### src/rtl/mc_ctrl_alu_if.sv
// Bus between the mc_ctrl_alu control core and its datapath.
// The datapath side (master) drives the instruction register, the PC and the
// muxed ALU operands. The control core (slave) returns the ALU result, PC+4
// and every mux select and write enable.
interface mc_ctrl_alu_if;
  logic [31:0] instr;
  logic [31:0] pc_q;
  logic [31:0] src_a;
  logic [31:0] src_b;
  logic [31:0] alu_result;
  logic        zero;
  logic [31:0] pc_plus4;
  logic        pc_write_en;
  logic        iord;
  logic        ir_write;
  logic        alu_src_a;
  logic [1:0]  alu_src_b;
  logic [1:0]  pc_src;
  logic [4:0]  alu_control;
  logic        mem_to_reg;
  logic        mem_write;
  logic        reg_dst;
  logic        reg_write;
  logic        jump;
  logic        jump_reg;
  logic        branch;

  modport master (
    output instr, pc_q, src_a, src_b,
    input  alu_result, zero, pc_plus4, pc_write_en, iord, ir_write,
           alu_src_a, alu_src_b, pc_src, alu_control, mem_to_reg,
           mem_write, reg_dst, reg_write, jump, jump_reg, branch
  );

  modport slave (
    input  instr, pc_q, src_a, src_b,
    output alu_result, zero, pc_plus4, pc_write_en, iord, ir_write,
           alu_src_a, alu_src_b, pc_src, alu_control, mem_to_reg,
           mem_write, reg_dst, reg_write, jump, jump_reg, branch
  );
endinterface

### src/rtl/mc_ctrl_alu.sv
// Multicycle MIPS-subset control core: control FSM, 32-bit ALU and PC+4.
// Optional feature macro: EXT_ALU_EN adds XOR (funct 0x26) and NOR
// (funct 0x27) R-type operations. Without it those functs are treated as
// unknown and the ALU codes 00011 / 01100 yield 0.
module mc_ctrl_alu #(
  parameter int WIDTH = 32
) (
  input logic          clock,
  input logic          reset_n,
  mc_ctrl_alu_if.slave bus
);

  typedef enum logic [3:0] {
    S_FETCH, S_DECODE, S_MEMADR, S_MEMRD, S_MEMWB, S_MEMWR,
    S_RTYPE_EX, S_RTYPE_WB, S_ADDI_EX, S_ADDI_WB,
    S_BEQ, S_JUMP, S_JR, S_JAL
  } state_e;

  typedef enum logic [4:0] {
    ALU_AND   = 5'b00000,
    ALU_OR    = 5'b00001,
    ALU_ADD   = 5'b00010,
    ALU_XOR   = 5'b00011,
    ALU_SUB   = 5'b00110,
    ALU_SLT   = 5'b00111,
    ALU_PASSA = 5'b01000,
    ALU_NOR   = 5'b01100
  } alu_op_e;

  // Complete control word for one state; pc_write is the unconditional part
  // of the PC enable, branch adds the beq condition on top of it.
  typedef struct packed {
    logic       pc_write;
    logic       iord;
    logic       ir_write;
    logic       alu_src_a;
    logic [1:0] alu_src_b;
    logic [1:0] pc_src;
    alu_op_e    alu_control;
    logic       mem_to_reg;
    logic       mem_write;
    logic       reg_dst;
    logic       reg_write;
    logic       jump;
    logic       jump_reg;
    logic       branch;
  } ctrl_t;

  localparam logic [5:0] OP_RTYPE = 6'h00;
  localparam logic [5:0] OP_LW    = 6'h23;
  localparam logic [5:0] OP_SW    = 6'h2B;
  localparam logic [5:0] OP_BEQ   = 6'h04;
  localparam logic [5:0] OP_ADDI  = 6'h08;
  localparam logic [5:0] OP_J     = 6'h02;
  localparam logic [5:0] OP_JAL   = 6'h03;

  localparam logic [5:0] FN_ADD = 6'h20;
  localparam logic [5:0] FN_SUB = 6'h22;
  localparam logic [5:0] FN_AND = 6'h24;
  localparam logic [5:0] FN_OR  = 6'h25;
  localparam logic [5:0] FN_SLT = 6'h2A;
  localparam logic [5:0] FN_JR  = 6'h08;
  localparam logic [5:0] FN_XOR = 6'h26;
  localparam logic [5:0] FN_NOR = 6'h27;

  wire logic [5:0] opcode = bus.instr[31:26];
  wire logic [5:0] funct  = bus.instr[5:0];

  // Register and immediate fields are consumed by the datapath, not here.
  logic unused_instr_bits;
  assign unused_instr_bits = ^bus.instr[25:6];

  // R-type functs that run through RTYPE_EX/RTYPE_WB.
  function automatic logic funct_is_alu(input logic [5:0] f);
    case (f)
      FN_ADD, FN_SUB, FN_AND, FN_OR, FN_SLT: return 1'b1;
`ifdef EXT_ALU_EN
      FN_XOR, FN_NOR:                        return 1'b1;
`endif
      default:                               return 1'b0;
    endcase
  endfunction

  function automatic alu_op_e funct_op(input logic [5:0] f);
    case (f)
      FN_ADD:  return ALU_ADD;
      FN_SUB:  return ALU_SUB;
      FN_OR:   return ALU_OR;
      FN_SLT:  return ALU_SLT;
`ifdef EXT_ALU_EN
      FN_XOR:  return ALU_XOR;
      FN_NOR:  return ALU_NOR;
`endif
      default: return ALU_AND;
    endcase
  endfunction

  // Moore control word for a state; only RTYPE_EX also looks at funct.
  function automatic ctrl_t ctrl_for(input state_e s, input logic [5:0] f);
    ctrl_t c;
    c = '0;
    case (s)
      S_FETCH: begin
        c.ir_write    = 1'b1;
        c.alu_src_b   = 2'b01;
        c.alu_control = ALU_ADD;
        c.pc_write    = 1'b1;
      end
      S_DECODE: begin
        c.alu_src_b   = 2'b11;
        c.alu_control = ALU_ADD;
      end
      S_MEMADR, S_ADDI_EX: begin
        c.alu_src_a   = 1'b1;
        c.alu_src_b   = 2'b10;
        c.alu_control = ALU_ADD;
      end
      S_MEMRD:    c.iord = 1'b1;
      S_MEMWB: begin
        c.reg_write  = 1'b1;
        c.mem_to_reg = 1'b1;
      end
      S_MEMWR: begin
        c.iord      = 1'b1;
        c.mem_write = 1'b1;
      end
      S_RTYPE_EX: begin
        c.alu_src_a   = 1'b1;
        c.alu_control = funct_op(f);
      end
      S_RTYPE_WB: begin
        c.reg_write = 1'b1;
        c.reg_dst   = 1'b1;
      end
      S_ADDI_WB:  c.reg_write = 1'b1;
      S_BEQ: begin
        c.alu_src_a   = 1'b1;
        c.alu_control = ALU_SUB;
        c.branch      = 1'b1;
        c.pc_src      = 2'b01;
      end
      S_JUMP: begin
        c.pc_src   = 2'b10;
        c.pc_write = 1'b1;
      end
      S_JR: begin
        c.pc_src   = 2'b10;
        c.jump_reg = 1'b1;
        c.pc_write = 1'b1;
      end
      S_JAL: begin
        c.alu_control = ALU_PASSA;
        c.reg_write   = 1'b1;
        c.jump        = 1'b1;
        c.pc_src      = 2'b10;
        c.pc_write    = 1'b1;
      end
      default: c = '0;
    endcase
    return c;
  endfunction

  state_e state_q, state_d;
  ctrl_t  ctrl_q, ctrl_d;

  // Next-state selection and the control word that goes with it.
  always_comb begin
    // NOTE: every always_comb output gets a default first so no path leaves
    // it unassigned, which would otherwise infer a latch.
    state_d = S_FETCH;
    case (state_q)
      S_FETCH: state_d = S_DECODE;
      S_DECODE: begin
        case (opcode)
          OP_LW, OP_SW: state_d = S_MEMADR;
          OP_BEQ:       state_d = S_BEQ;
          OP_ADDI:      state_d = S_ADDI_EX;
          OP_J:         state_d = S_JUMP;
          OP_JAL:       state_d = S_JAL;
          OP_RTYPE: begin
            if (funct == FN_JR)         state_d = S_JR;
            else if (funct_is_alu(funct)) state_d = S_RTYPE_EX;
            else                        state_d = S_FETCH;
          end
          default:      state_d = S_FETCH;
        endcase
      end
      S_MEMADR: begin
        if (opcode == OP_LW)      state_d = S_MEMRD;
        else if (opcode == OP_SW) state_d = S_MEMWR;
        else                      state_d = S_FETCH;
      end
      S_MEMRD:    state_d = S_MEMWB;
      S_RTYPE_EX: state_d = S_RTYPE_WB;
      S_ADDI_EX:  state_d = S_ADDI_WB;
      default:    state_d = S_FETCH;
    endcase
    ctrl_d = ctrl_for(state_d, funct);
  end

  // State and registered control word; reset parks both in FETCH.
  always_ff @(posedge clock or negedge reset_n) begin
    // NOTE: sequential state uses non-blocking assignments so every register
    // samples pre-edge values regardless of statement order.
    if (!reset_n) begin
      state_q <= S_FETCH;
      ctrl_q  <= ctrl_for(S_FETCH, 6'h00);
    end else begin
      state_q <= state_d;
      ctrl_q  <= ctrl_d;
    end
  end

  // ALU: wrapping add/sub, signed slt, pass-through of A; other codes give 0.
  logic [WIDTH-1:0] alu_y;
  always_comb begin
    alu_y = '0;
    case (ctrl_q.alu_control)
      ALU_AND:   alu_y = bus.src_a & bus.src_b;
      ALU_OR:    alu_y = bus.src_a | bus.src_b;
      ALU_ADD:   alu_y = bus.src_a + bus.src_b;
      ALU_SUB:   alu_y = bus.src_a - bus.src_b;
      ALU_SLT:   alu_y = {{(WIDTH-1){1'b0}},
                          ($signed(bus.src_a) < $signed(bus.src_b))};
      ALU_PASSA: alu_y = bus.src_a;
`ifdef EXT_ALU_EN
      ALU_XOR:   alu_y = bus.src_a ^ bus.src_b;
      ALU_NOR:   alu_y = ~(bus.src_a | bus.src_b);
`endif
      default:   alu_y = '0;
    endcase
  end

  assign bus.alu_result = alu_y;
  assign bus.zero       = (alu_y == '0);
  assign bus.pc_plus4   = bus.pc_q + 32'd4;

  // NOTE: the write enables are gated by reset_n directly so they drop the
  // moment reset asserts, not at the next clock edge.
  assign bus.pc_write_en = reset_n & (ctrl_q.pc_write | (ctrl_q.branch & bus.zero));
  assign bus.ir_write    = reset_n & ctrl_q.ir_write;
  assign bus.mem_write   = reset_n & ctrl_q.mem_write;
  assign bus.reg_write   = reset_n & ctrl_q.reg_write;

  assign bus.iord        = ctrl_q.iord;
  assign bus.alu_src_a   = ctrl_q.alu_src_a;
  assign bus.alu_src_b   = ctrl_q.alu_src_b;
  assign bus.pc_src      = ctrl_q.pc_src;
  assign bus.alu_control = ctrl_q.alu_control;
  assign bus.mem_to_reg  = ctrl_q.mem_to_reg;
  assign bus.reg_dst     = ctrl_q.reg_dst;
  assign bus.jump        = ctrl_q.jump;
  assign bus.jump_reg    = ctrl_q.jump_reg;
  assign bus.branch      = ctrl_q.branch;

endmodule

### src/flat_wrapper.sv
// flat-port wrapper written by rule: the top's interface ports become plain ports
module mc_ctrl_alu_flat 
#(
  parameter int WIDTH = 32
)
  (clock, reset_n, bus_instr, bus_pc_q, bus_src_a, bus_src_b, bus_alu_result, bus_zero, bus_pc_plus4, bus_pc_write_en, bus_iord, bus_ir_write, bus_alu_src_a, bus_alu_src_b, bus_pc_src, bus_alu_control, bus_mem_to_reg, bus_mem_write, bus_reg_dst, bus_reg_write, bus_jump, bus_jump_reg, bus_branch);
  mc_ctrl_alu_if bus_i ();
  input logic clock;
  input logic reset_n;
  input wire logic [$bits(bus_i.instr)-1:0] bus_instr;
  input wire logic [$bits(bus_i.pc_q)-1:0] bus_pc_q;
  input wire logic [$bits(bus_i.src_a)-1:0] bus_src_a;
  input wire logic [$bits(bus_i.src_b)-1:0] bus_src_b;
  output wire logic [$bits(bus_i.alu_result)-1:0] bus_alu_result;
  output wire logic [$bits(bus_i.zero)-1:0] bus_zero;
  output wire logic [$bits(bus_i.pc_plus4)-1:0] bus_pc_plus4;
  output wire logic [$bits(bus_i.pc_write_en)-1:0] bus_pc_write_en;
  output wire logic [$bits(bus_i.iord)-1:0] bus_iord;
  output wire logic [$bits(bus_i.ir_write)-1:0] bus_ir_write;
  output wire logic [$bits(bus_i.alu_src_a)-1:0] bus_alu_src_a;
  output wire logic [$bits(bus_i.alu_src_b)-1:0] bus_alu_src_b;
  output wire logic [$bits(bus_i.pc_src)-1:0] bus_pc_src;
  output wire logic [$bits(bus_i.alu_control)-1:0] bus_alu_control;
  output wire logic [$bits(bus_i.mem_to_reg)-1:0] bus_mem_to_reg;
  output wire logic [$bits(bus_i.mem_write)-1:0] bus_mem_write;
  output wire logic [$bits(bus_i.reg_dst)-1:0] bus_reg_dst;
  output wire logic [$bits(bus_i.reg_write)-1:0] bus_reg_write;
  output wire logic [$bits(bus_i.jump)-1:0] bus_jump;
  output wire logic [$bits(bus_i.jump_reg)-1:0] bus_jump_reg;
  output wire logic [$bits(bus_i.branch)-1:0] bus_branch;
  assign bus_i.instr = bus_instr;
  assign bus_i.pc_q = bus_pc_q;
  assign bus_i.src_a = bus_src_a;
  assign bus_i.src_b = bus_src_b;
  assign bus_alu_result = bus_i.alu_result;
  assign bus_zero = bus_i.zero;
  assign bus_pc_plus4 = bus_i.pc_plus4;
  assign bus_pc_write_en = bus_i.pc_write_en;
  assign bus_iord = bus_i.iord;
  assign bus_ir_write = bus_i.ir_write;
  assign bus_alu_src_a = bus_i.alu_src_a;
  assign bus_alu_src_b = bus_i.alu_src_b;
  assign bus_pc_src = bus_i.pc_src;
  assign bus_alu_control = bus_i.alu_control;
  assign bus_mem_to_reg = bus_i.mem_to_reg;
  assign bus_mem_write = bus_i.mem_write;
  assign bus_reg_dst = bus_i.reg_dst;
  assign bus_reg_write = bus_i.reg_write;
  assign bus_jump = bus_i.jump;
  assign bus_jump_reg = bus_i.jump_reg;
  assign bus_branch = bus_i.branch;
  mc_ctrl_alu #(.WIDTH(WIDTH)) u_core (.clock(clock), .reset_n(reset_n), .bus(bus_i));
endmodule
### config.mk
export PLATFORM = sky130hd
export DESIGN_NAME = mc_ctrl_alu_flat
export DESIGN_NICKNAME = d
export VERILOG_FILES = /design/src/rtl/mc_ctrl_alu_if.sv /design/src/rtl/mc_ctrl_alu.sv /design/src/flat_wrapper.sv
export SDC_FILE = /design/constraint.sdc
export NUM_CORES = 1
export LEC_CHECK = 0
export ABC_CLOCK_PERIOD_IN_PS = 10600
export BUFFER_PORTS_ARGS = -buffer_cell sky130_fd_sc_hd__clkbuf_2
export CORE_AREA = 2 2 120 122
export CTS_CLUSTER_DIAMETER = 120
export DETAILED_ROUTE_END_ITERATION = 7
export DIE_AREA = 0 0 122 124
export PLACE_DENSITY = 0.95
export SLEW_MARGIN = 20
export SYNTH_ARGS = -nofsm -noshare
export SYNTH_HDL_FRONTEND = slang
export SYNTH_SLANG_ARGS = --single-unit
### constraint.sdc
create_clock -name clock -period 10.6 [get_ports clock]
set_input_delay 3.18 -clock clock [delete_from_list [all_inputs] [get_ports clock]]
set_output_delay 3.18 -clock clock [all_outputs]
set_load 0.01 [all_outputs]
==> flow_metrics.env, run 1 <==
export IMPL_outcome="finished clean"
export IMPL_fill_cells=1271
export IMPL_seq_area_sq_um=581
export IMPL_maxCapViolations=0
export IMPL_tightest_slew_ps=870
export IMPL_cpMaxStageDelayCell="nor4_1"
export IMPL_synth_edf_count=0
export IMPL_worstSetupEndpointType="output pin"
export IMPL_synthArstFlopShare_pct=100
export IMPL_path_class="input pin to output pin"
export IMPL_fin_skew_ps=5.85
export IMPL_portBuffers=189
export IMPL_synth_compound_area_share_pct=33.7
export IMPL_use_met1_pct=42.2
export IMPL_synthMuxAreaShare_pct=1.61
export IMPL_layout_commonest_cell="clkbuf_2"
export IMPL_cts_root_buf="clkbuf_16"
export IMPL_clkSlewWorstSetupHoldPaths_ps=60
export IMPL_min_path_type="register to register"
export IMPL_yosysWarnings=0
export IMPL_initial_core_util_pct=54.9
export IMPL_grt_pass1_wl_um=40900
export IMPL_hold_path_startpoint="u_core.state_q[3]"
export IMPL_design_area_sq_mm=0.00860
export IMPL_numCtsBuffers=3
export IMPL_via_per_inst=6.59
export IMPL_die_h_um=124
export IMPL_path_cells="clkbuf_2 > inv_1 > ha_1 > nor4_1 > nand2_1 > a21oi_1 > a211oi_1 > a2111oi_2 > o211ai_1 > nor3b_1 > a211o_1 > or4_1 > o41ai_2 > clkbuf_2"
export IMPL_via_count=9246
export IMPL_finalSetupTns_ps=0
export IMPL_peakVddDrop_uv=138
export IMPL_rsz0062_at_grt="no"
export IMPL_fp_coreArea_sq_mm=0.0137
export IMPL_nNetsFinal=1459
export IMPL_synth_ff_type="dfrtp_1"
export IMPL_grt_usage_pct=33.2
export IMPL_drv_slew=0
export IMPL_synth_xor_xnor_area_share_pct=4.30
export IMPL_finalSetupViolations=0
export IMPL_final_cell_mix="clkbuf_2, inv_1, ha_1"
export IMPL_relSlewSlack_pct=41.8
export IMPL_synth_nets=1317
export IMPL_finalHoldViolations=0
export IMPL_drc=0
export IMPL_synthAdderAreaFrac_pct=17.5
export IMPL_gr_total_overflow=0
export IMPL_cpPeakStageDelay_ps=670
export IMPL_rows=43
export IMPL_worst_ep_arrival_time_ps=7360
export IMPL_post_route_min_period_ps=10540
export IMPL_cp_top_family="compound AO/OA/AOI/OAI gates"
export IMPL_post_cts_buffers=0
export IMPL_multiInputGateArea_sq_mm=0.00621
export IMPL_syn_to_final_growth_pct=14.2
export IMPL_ys_seq_area_share_pct=7.71
export IMPL_power_density_mw_per_mm2=86.8
export IMPL_cp_start_kind="input pin"
export IMPL_place_gp_congestion=1.00
export IMPL_required_ps=7420
export IMPL_drtIter0Drc=1295
export IMPL_h_tree_depth=1
export IMPL_max_freq_mhz=94.9
export IMPL_timing_critical_path_buf_inv=3
export IMPL_busiest_layer="met2"
export IMPL_numClockSinks=23
export IMPL_cts_tree="built"
export IMPL_grt_max_degree=29
export IMPL_leakagePower_uw=0.00412
export IMPL_drive_gt1_share_pct=21.7
export IMPL_synth_cells=1083
export IMPL_yosysTopAreaCellShare_pct=17.0
export IMPL_die_w_um=122
export IMPL_dp_hpwl_um=20700
export IMPL_yosys_area_share_simple_pct=24.9
export IMPL_ant_nets=0
export IMPL_wire_per_inst_um=19.0
export IMPL_cp_common_cell="clkbuf_2"
export IMPL_met2_usage_pct=55.7
export IMPL_cp_startpoint="bus_src_b[19]"
export IMPL_n_antenna_cell=0
export IMPL_ys_ff_latch=23
export IMPL_syn_avg_cell_area_sq_um=6.95
export IMPL_worstPathMaxFanout=10
export IMPL_cts_hold_buf=0
export IMPL_die_area_sq_mm=0.0151
export IMPL_num_io_pins=215
export IMPL_synthesis_area_sq_mm=0.00753
export IMPL_timing_rr_start="u_core.state_q[3]"
export IMPL_grt_pass1_vias=8400
export IMPL_synth_distinct_cells=89
export IMPL_placed_area_sq_mm=0.00852
export IMPL_ctsResizeCount=0
export IMPL_synth_area_top_cells="ha_1, dfrtp_1, a21oi_1"
export IMPL_synth_top_family_by_area="compound AO/OA/AOI/OAI gates"
export IMPL_yosysTopAreaCell="ha_1"
export IMPL_antenna_found_initial=0
export IMPL_wl_um=26700
export IMPL_fin_crit_sh_pct=99.4
export IMPL_clk_latency_ps=250
export IMPL_dr_pass1_iters=8
export IMPL_cts_buffer_depth=2
export IMPL_grtUsageMet3_pct=5.17
[final timing paths]
check | end | slack (ps) | depth (start not counted)
worst max register to register | u_core.ctrl_q[3] | 8040 | 6
max in group asynchronous | u_core.bus.alu_control[2] | 7280 | 1
worst min register to register | u_core.bus.alu_control[1] | 540 | 1
worst max-delay path | bus_pc_write_en | 60 | 14
worst min-delay path | u_core.bus.alu_control[1] | 540 | 1
min in group asynchronous | u_core.state_q[3] | 2920 | 1
[stage by stage]
step,std cells,total power (uW),hold slack [ps],util (%),setup slack [ps]
after floorplan,1083,458,466,-,964
after global placement,1400,634,496,62.1,389
after detailed placement,1400,643,507,62.1,277
after CTS,1404,726,534,62.7,276
after global routing,1404,786,546,62.7,12.2
final,1404,747,541,62.7,59.1
[synthesized netlist by cell type (9+ instances only)]
cell type  instances
o31ai_1           15
and3_1            13
xnor2_1           30
and2_1            13
buf_2             22
mux2i_1           11
nand2b_1          14
clkbuf_1          25
inv_2              9
a31oi_1            9
or4_1              9
nor4_1            16
o22ai_1           17
o21bai_1          10
a211oi_1          14
nor3_1            33
nor2b_1           12
nor2_1            96
buf_4             13
ha_1             102
o21ai_0           49
nand2_1           62
a21o_1            16
nand4_1           16
nand3_1           36
o211ai_1          17
a221oi_1          23
a21oi_1           86
o21ai_1           10
dfrtp_1           19
inv_1            108
[kinds of logic after synthesis]
kind of cell / after synthesis
and+or+nand+nor: 363
DFF: 23
AOI/OAI and AO/OA: 359
buffers and inverters: 184
muxes: 12
other: 1
adders and majority gates: 104
xor gates and xnor gates: 37
[metal layers]
metal	routed length, um	vias up
met2	12000	628
met1	10200	4217
met5	0	-
met4	1350	0
li1	-	4263
met3	3150	138
[worst register-to-register path, delay by kind of cell, from the launching register on]
family | cells | cell delay (ps)
and+or+nand+nor | 3 | 1050
AOI/OAI and AO/OA | 2 | 720
DFF | 1 | 430
buffers and inverters | 1 | 250
[layout make-up]
type                            instances  share of cell area [%]
Tap cell                              180                    2.62
Timing Repair Buffer                  204                    12.3
Clock inverter                          1                  0.0582
Inverter                              117                    5.11
Multi-Input combinational cell        876                    72.3
Sequential cell                        23                    6.75
Clock buffer                            3                   0.873
[report_power, final]
group          internal, uW  switching, uW  total (uW)
Sequential             96.2           7.12         103
Clock                  50.7           29.5        80.2
Combinational           204            359         563
Total                   351            395         747
Note: power is estimated with default switching activity, not from simulation.
==> run 2, diff against run 1 <==
Settings changed: RECOVER_POWER from default to 100.
==> flow_metrics.env, run 2 (same netlist as run 1, synthesis figures left out) <==
export IMPL_power_density_mw_per_mm2=86.7
export IMPL_dr_pass1_iters=5
export IMPL_clk_latency_ps=250
export IMPL_rows=43
export IMPL_die_w_um=122
export IMPL_worstHoldEndpoint="u_core.bus.alu_control[1]"
export IMPL_fin_crit_sh_pct=99.5
export IMPL_min_path_type="register to register"
export IMPL_gr_total_overflow=0
export IMPL_n_antenna_cell=0
export IMPL_final_cell_mix="clkbuf_2, inv_1, ha_1"
export IMPL_grt_pass1_wl_um=40900
export IMPL_worst_slack_ps=50.4
export IMPL_violations="capacitance limit, slew limit"
export IMPL_cp_start_kind="input pin"
export IMPL_outcome="finished, violations left"
export IMPL_drv_slew=27
export IMPL_cp_top_family="compound AO/OA/AOI/OAI gates"
export IMPL_max_freq_mhz=94.8
export IMPL_cts_buffer_depth=2
export IMPL_via_per_inst=6.58
export IMPL_r2r_end="u_core.ctrl_q[3]"
export IMPL_leakagePower_uw=0.00391
export IMPL_placed_area_sq_mm=0.00852
export IMPL_relSlewSlack_pct=-17.0
export IMPL_place_gp_congestion=1.00
export IMPL_initial_core_util_pct=54.9
export IMPL_stdcell_count=1404
export IMPL_grt_max_degree=29
export IMPL_timing_rr_start="u_core.state_q[3]"
export IMPL_ant_nets=0
export IMPL_grt_usage_pct=33.2
export IMPL_drive_gt1_share_pct=15.8
export IMPL_cts_root_buf="clkbuf_16"
export IMPL_hold_path_startpoint="u_core.state_q[3]"
export IMPL_tightest_slew_ps=1750
export IMPL_cpPeakStageDelay_ps=660
export IMPL_wire_per_inst_um=19.0
export IMPL_nNetsFinal=1459
export IMPL_design_area_sq_mm=0.00849
export IMPL_multiInputGateArea_sq_mm=0.00619
export IMPL_timing_critical_path_buf_inv=5
export IMPL_layout_commonest_cell="clkbuf_2"
export IMPL_post_route_min_period_ps=10550
export IMPL_worst_ep_arrival_time_ps=7370
export IMPL_place_inst=1400
export IMPL_die_area_sq_mm=0.0151
export IMPL_num_io_pins=215
export IMPL_numCtsBuffers=3
export IMPL_finalSetupViolations=0
export IMPL_numClockSinks=23
export IMPL_wl_um=26700
export IMPL_ctsResizeCount=0
export IMPL_clkSlewWorstSetupHoldPaths_ps=60
export IMPL_dp_hpwl_um=20700
export IMPL_die_h_um=124
export IMPL_worstSetupEndpointType="output pin"
export IMPL_cts_hold_buf=0
export IMPL_portBuffers=189
export IMPL_path_class="input pin to output pin"
export IMPL_worstPathMaxFanout=9
export IMPL_dp_slack_ps=277
export IMPL_via_count=9240
export IMPL_grt_pass1_vias=8400
export IMPL_h_tree_depth=1
export IMPL_finalHoldViolations=0
export IMPL_post_cts_buffers=0
export IMPL_cts_tree="built"
export IMPL_fp_coreArea_sq_mm=0.0137
export IMPL_seq_area_sq_um=581
export IMPL_r2r_slack_ps=8100
export IMPL_finalSetupTns_ps=0
export IMPL_drc=0
export IMPL_fill_cells=1322
export IMPL_fin_skew_ps=6.98
export IMPL_antenna_found_initial=0
export IMPL_syn_to_final_growth_pct=12.7
export IMPL_holdPathStages=1
export IMPL_path_cells="clkbuf_2 > inv_1 > ha_1 > inv_1 > a21oi_1 > a311oi_1 > buf_4 > a211oi_1 > o31ai_1 > o21ba_2 > o21ai_0 > or4_1 > or4_1 > o41ai_2 > clkbuf_2"
export IMPL_required_ps=7420
export IMPL_drtIter0Drc=1223
export IMPL_maxCapViolations=1
export IMPL_rsz0062_at_grt="no"
export IMPL_ff2ff_path_depth=6
export IMPL_peakVddDrop_uv=130
export IMPL_cpMaxStageDelayCell="a211oi_1"
run 2: cell types whose count changed in the layout (fill, tap and decap cells not counted), sizes merged:
cell / delta
buf: -2
clkbuf: +2
run 2: how the worst max path moves through the flow:
stage	from	endpoint	slack, ps	depth (start not counted)
after floorplan	bus_src_b[0]	bus_pc_write_en	960	13
after global placement	bus_src_b[0]	bus_pc_write_en	390	15
after detailed placement	bus_src_b[19]	bus_pc_write_en	280	14
after CTS	bus_src_b[19]	bus_pc_write_en	280	14
after global routing	bus_src_b[0]	bus_pc_write_en	10	15
final	bus_src_a[5]	bus_pc_write_en	50	15
run 2: through the flow:
stage               util (%)  power (uW)  hold WS (ps)
floorplan                  -         458           466
global placement        62.1         634           496
detailed placement      62.1         643           507
CTS                     62.7         726           534
global route            61.9         776           552
finish                  61.9         736           553
run 2: report_power, final:
part	internal (uW)	switching, uW
Clock	50.7	29.5
Combinational	195	358
Sequential	95.8	6.66
run 2: cell type report:
| class | count | share of cell area, % |
|---|---|---|
| Inverter | 117 | 5.17 |
| Sequential cell | 23 | 6.84 |
| Tap cell | 180 | 2.65 |
| Multi-Input combinational cell | 876 | 72.9 |
| Clock buffer | 3 | 0.884 |
| Timing Repair Buffer | 204 | 11.5 |
| Clock inverter | 1 | 0.0590 |
run 2: worst register-to-register path: cells and delay by family, from the launching register on:
family | cells | cell delay [ps]
buffers and inverters | 1 | 240
flip-flops | 1 | 430
AO/OA/AOI/OAI | 2 | 710
AND/OR/NAND/NOR | 3 | 1010
run 2: metal layers:
metal  GRT usage (%)  wire [um]  up-vias
li1                -          -     4263
met1            42.2      10200     4239
met2            55.7      12100      618
met3            5.17       3030      120
met4            14.8       1290        0
met5               0          0        -
==> run 3, diff against run 2 <==
Settings changed: ABC_CLOCK_PERIOD_IN_PS 10600 to 13100, CORE_AREA 2 2 120 122 to 2 2 116 118, CTS_CLUSTER_DIAMETER 120 to default, DIE_AREA 0 0 122 124 to 0 0 118 120.
Clock period 10.6 ns to 13.1 ns, I/O delays scaled along.
==> flow_metrics.env, run 3 (same netlist as run 1, synthesis figures left out) <==
export IMPL_power_density_mw_per_mm2=69.7
export IMPL_via_count=9157
export IMPL_cts_root_buf="clkbuf_16"
export IMPL_worstPathMaxFanout=5
export IMPL_drc=0
export IMPL_die_area_sq_mm=0.0142
export IMPL_finalSetupViolations=0
export IMPL_wire_per_inst_um=18.7
export IMPL_worst_slack_ps=695
export IMPL_portBuffers=189
export IMPL_rows=42
export IMPL_ant_nets=0
export IMPL_p_clk_share_pct=11.3
export IMPL_drive_gt1_share_pct=15.1
export IMPL_min_path_type="register to register"
export IMPL_cp_start_kind="input pin"
export IMPL_dp_slack_ps=1290
export IMPL_grt_max_degree=31
export IMPL_total_power_uw=587
export IMPL_n_antenna_cell=0
export IMPL_seqPwrFrac_pct=14.1
export IMPL_place_inst=1390
export IMPL_worst_ep_arrival_time_ps=8480
export IMPL_cpMaxStageDelayCell="a211oi_1"
export IMPL_layout_commonest_cell="clkbuf_2"
export IMPL_gr_total_overflow=0
export IMPL_drtIter0Drc=1008
export IMPL_grt_pass1_vias=8674
export IMPL_die_w_um=118
export IMPL_grt_pass1_wl_um=41900
export IMPL_multiInputGateArea_sq_mm=0.00618
export IMPL_violations="capacitance limit, slew limit"
export IMPL_hold_path_startpoint="u_core.state_q[3]"
export IMPL_num_io_pins=215
export IMPL_wl_um=26100
export IMPL_outcome="finished, violations left"
export IMPL_post_cts_buffers=0
export IMPL_fin_crit_sh_pct=94.7
export IMPL_timing_critical_path_buf_inv=3
export IMPL_fp_coreArea_sq_mm=0.0130
export IMPL_dr_wl_met3_um=2620
export IMPL_path_class="input pin to output pin"
export IMPL_wl_met1_um=10300
export IMPL_cp_top_family="compound AO/OA/AOI/OAI gates"
export IMPL_place_gp_congestion=1.03
export IMPL_grt_usage_pct=35.4
export IMPL_fill_cells=1208
export IMPL_antenna_found_initial=0
export IMPL_rsz0062_at_grt="no"
export IMPL_timing_rr_start="u_core.state_q[3]"
export IMPL_via_per_inst=6.57
export IMPL_wl_met2_um=11900
export IMPL_top_layer="met4"
export IMPL_die_h_um=120
export IMPL_fin_skew_ps=4.19
export IMPL_final_cell_mix="clkbuf_2, inv_1, ha_1"
export IMPL_numCtsBuffers=3
export IMPL_dr_pass1_iters=6
export IMPL_ctsResizeCount=0
export IMPL_required_ps=9170
export IMPL_cpPeakStageDelay_ps=760
export IMPL_tightest_slew_ps=1680
export IMPL_drv_slew=27
export IMPL_cts_tree="built"
export IMPL_path_cells="clkbuf_2 > inv_1 > ha_1 > fa_1 > nor2_1 > o311ai_0 > a311oi_1 > a211oi_1 > o31ai_1 > o21ba_2 > o21ai_1 > or4_1 > or4_1 > o41ai_2 > clkbuf_1"
export IMPL_cts_buffer_depth=2
export IMPL_internal_power_uw=274
export IMPL_syn_to_final_growth_pct=11.9
export IMPL_max_freq_mhz=80.6
export IMPL_h_tree_depth=1
export IMPL_finalSetupTns_ps=0
export IMPL_clkSlewWorstSetupHoldPaths_ps=60
export IMPL_stdcell_count=1394
export IMPL_worstSetupEndpointType="output pin"
export IMPL_numClockSinks=23
export IMPL_leakagePower_uw=0.00387
export IMPL_seq_area_sq_um=581
export IMPL_cts_hold_buf=0
export IMPL_relSlewSlack_pct=-12.0
export IMPL_post_route_min_period_ps=12410
export IMPL_switching_share_pct=53.4
export IMPL_cp_startpoint="bus_src_a[0]"
export IMPL_clk_latency_ps=260
export IMPL_dp_hpwl_um=20400
export IMPL_nNetsFinal=1453
export IMPL_pwr_share_comb_pct=74.6
export IMPL_p_sw_uw=313
export IMPL_maxCapViolations=1
export IMPL_initial_core_util_pct=58.0
export IMPL_cp_common_cell="or4_1"
export IMPL_peakVddDrop_uv=88.9
export IMPL_finalHoldViolations=0
## run 3: path summary, 6_finish.rpt
check                                            end  slack (ps)  cells past startpoint
min in group asynchronous            u_core.bus.iord        3940                      1
setup / recovery                     bus_pc_write_en         690                     15
hold reg to reg            u_core.bus.alu_control[1]         540                      1
setup reg to reg                    u_core.ctrl_q[3]       10560                      6
max in group asynchronous          u_core.bus.branch        8390                      1
hold / removal             u_core.bus.alu_control[1]         540                      1
## run 3: layer usage
layer  GRT usage (%)  up-vias
met5               0        -
met1            44.2     4232
met3            5.42      115
met2            59.9      578
met4            16.4        0
li1                -     4232
## run 3: area by class of cell
| type | instances | area share, % |
|---|---|---|
| Multi-Input combinational cell | 876 | 73.4 |
| Clock buffer | 3 | 0.891 |
| Inverter | 117 | 5.21 |
| Clock inverter | 1 | 0.0594 |
| Tap cell | 176 | 2.61 |
| Sequential cell | 23 | 6.89 |
| Timing Repair Buffer | 198 | 11.0 |
## run 3: power groups by stage
stage,sequential (uW),combinational [uW],clock [uW]
floorplan,81.1,289,0
global placement,83.9,423,0
detailed placement,84.0,431,0
CTS,83.0,434,66.3
global route,83.6,470,68.4
finish,82.9,438,66.1
## run 3: stage by stage
stage	utilization [%]	area, sq um	hold WS, ps
2_1_floorplan	-	7530	466
3_3_place_gp	65.2	8470	501
4_1_cts	65.9	8550	514
3_5_place_dp	65.2	8470	500
6_report	64.9	8420	538
5_1_grt	64.9	8420	546
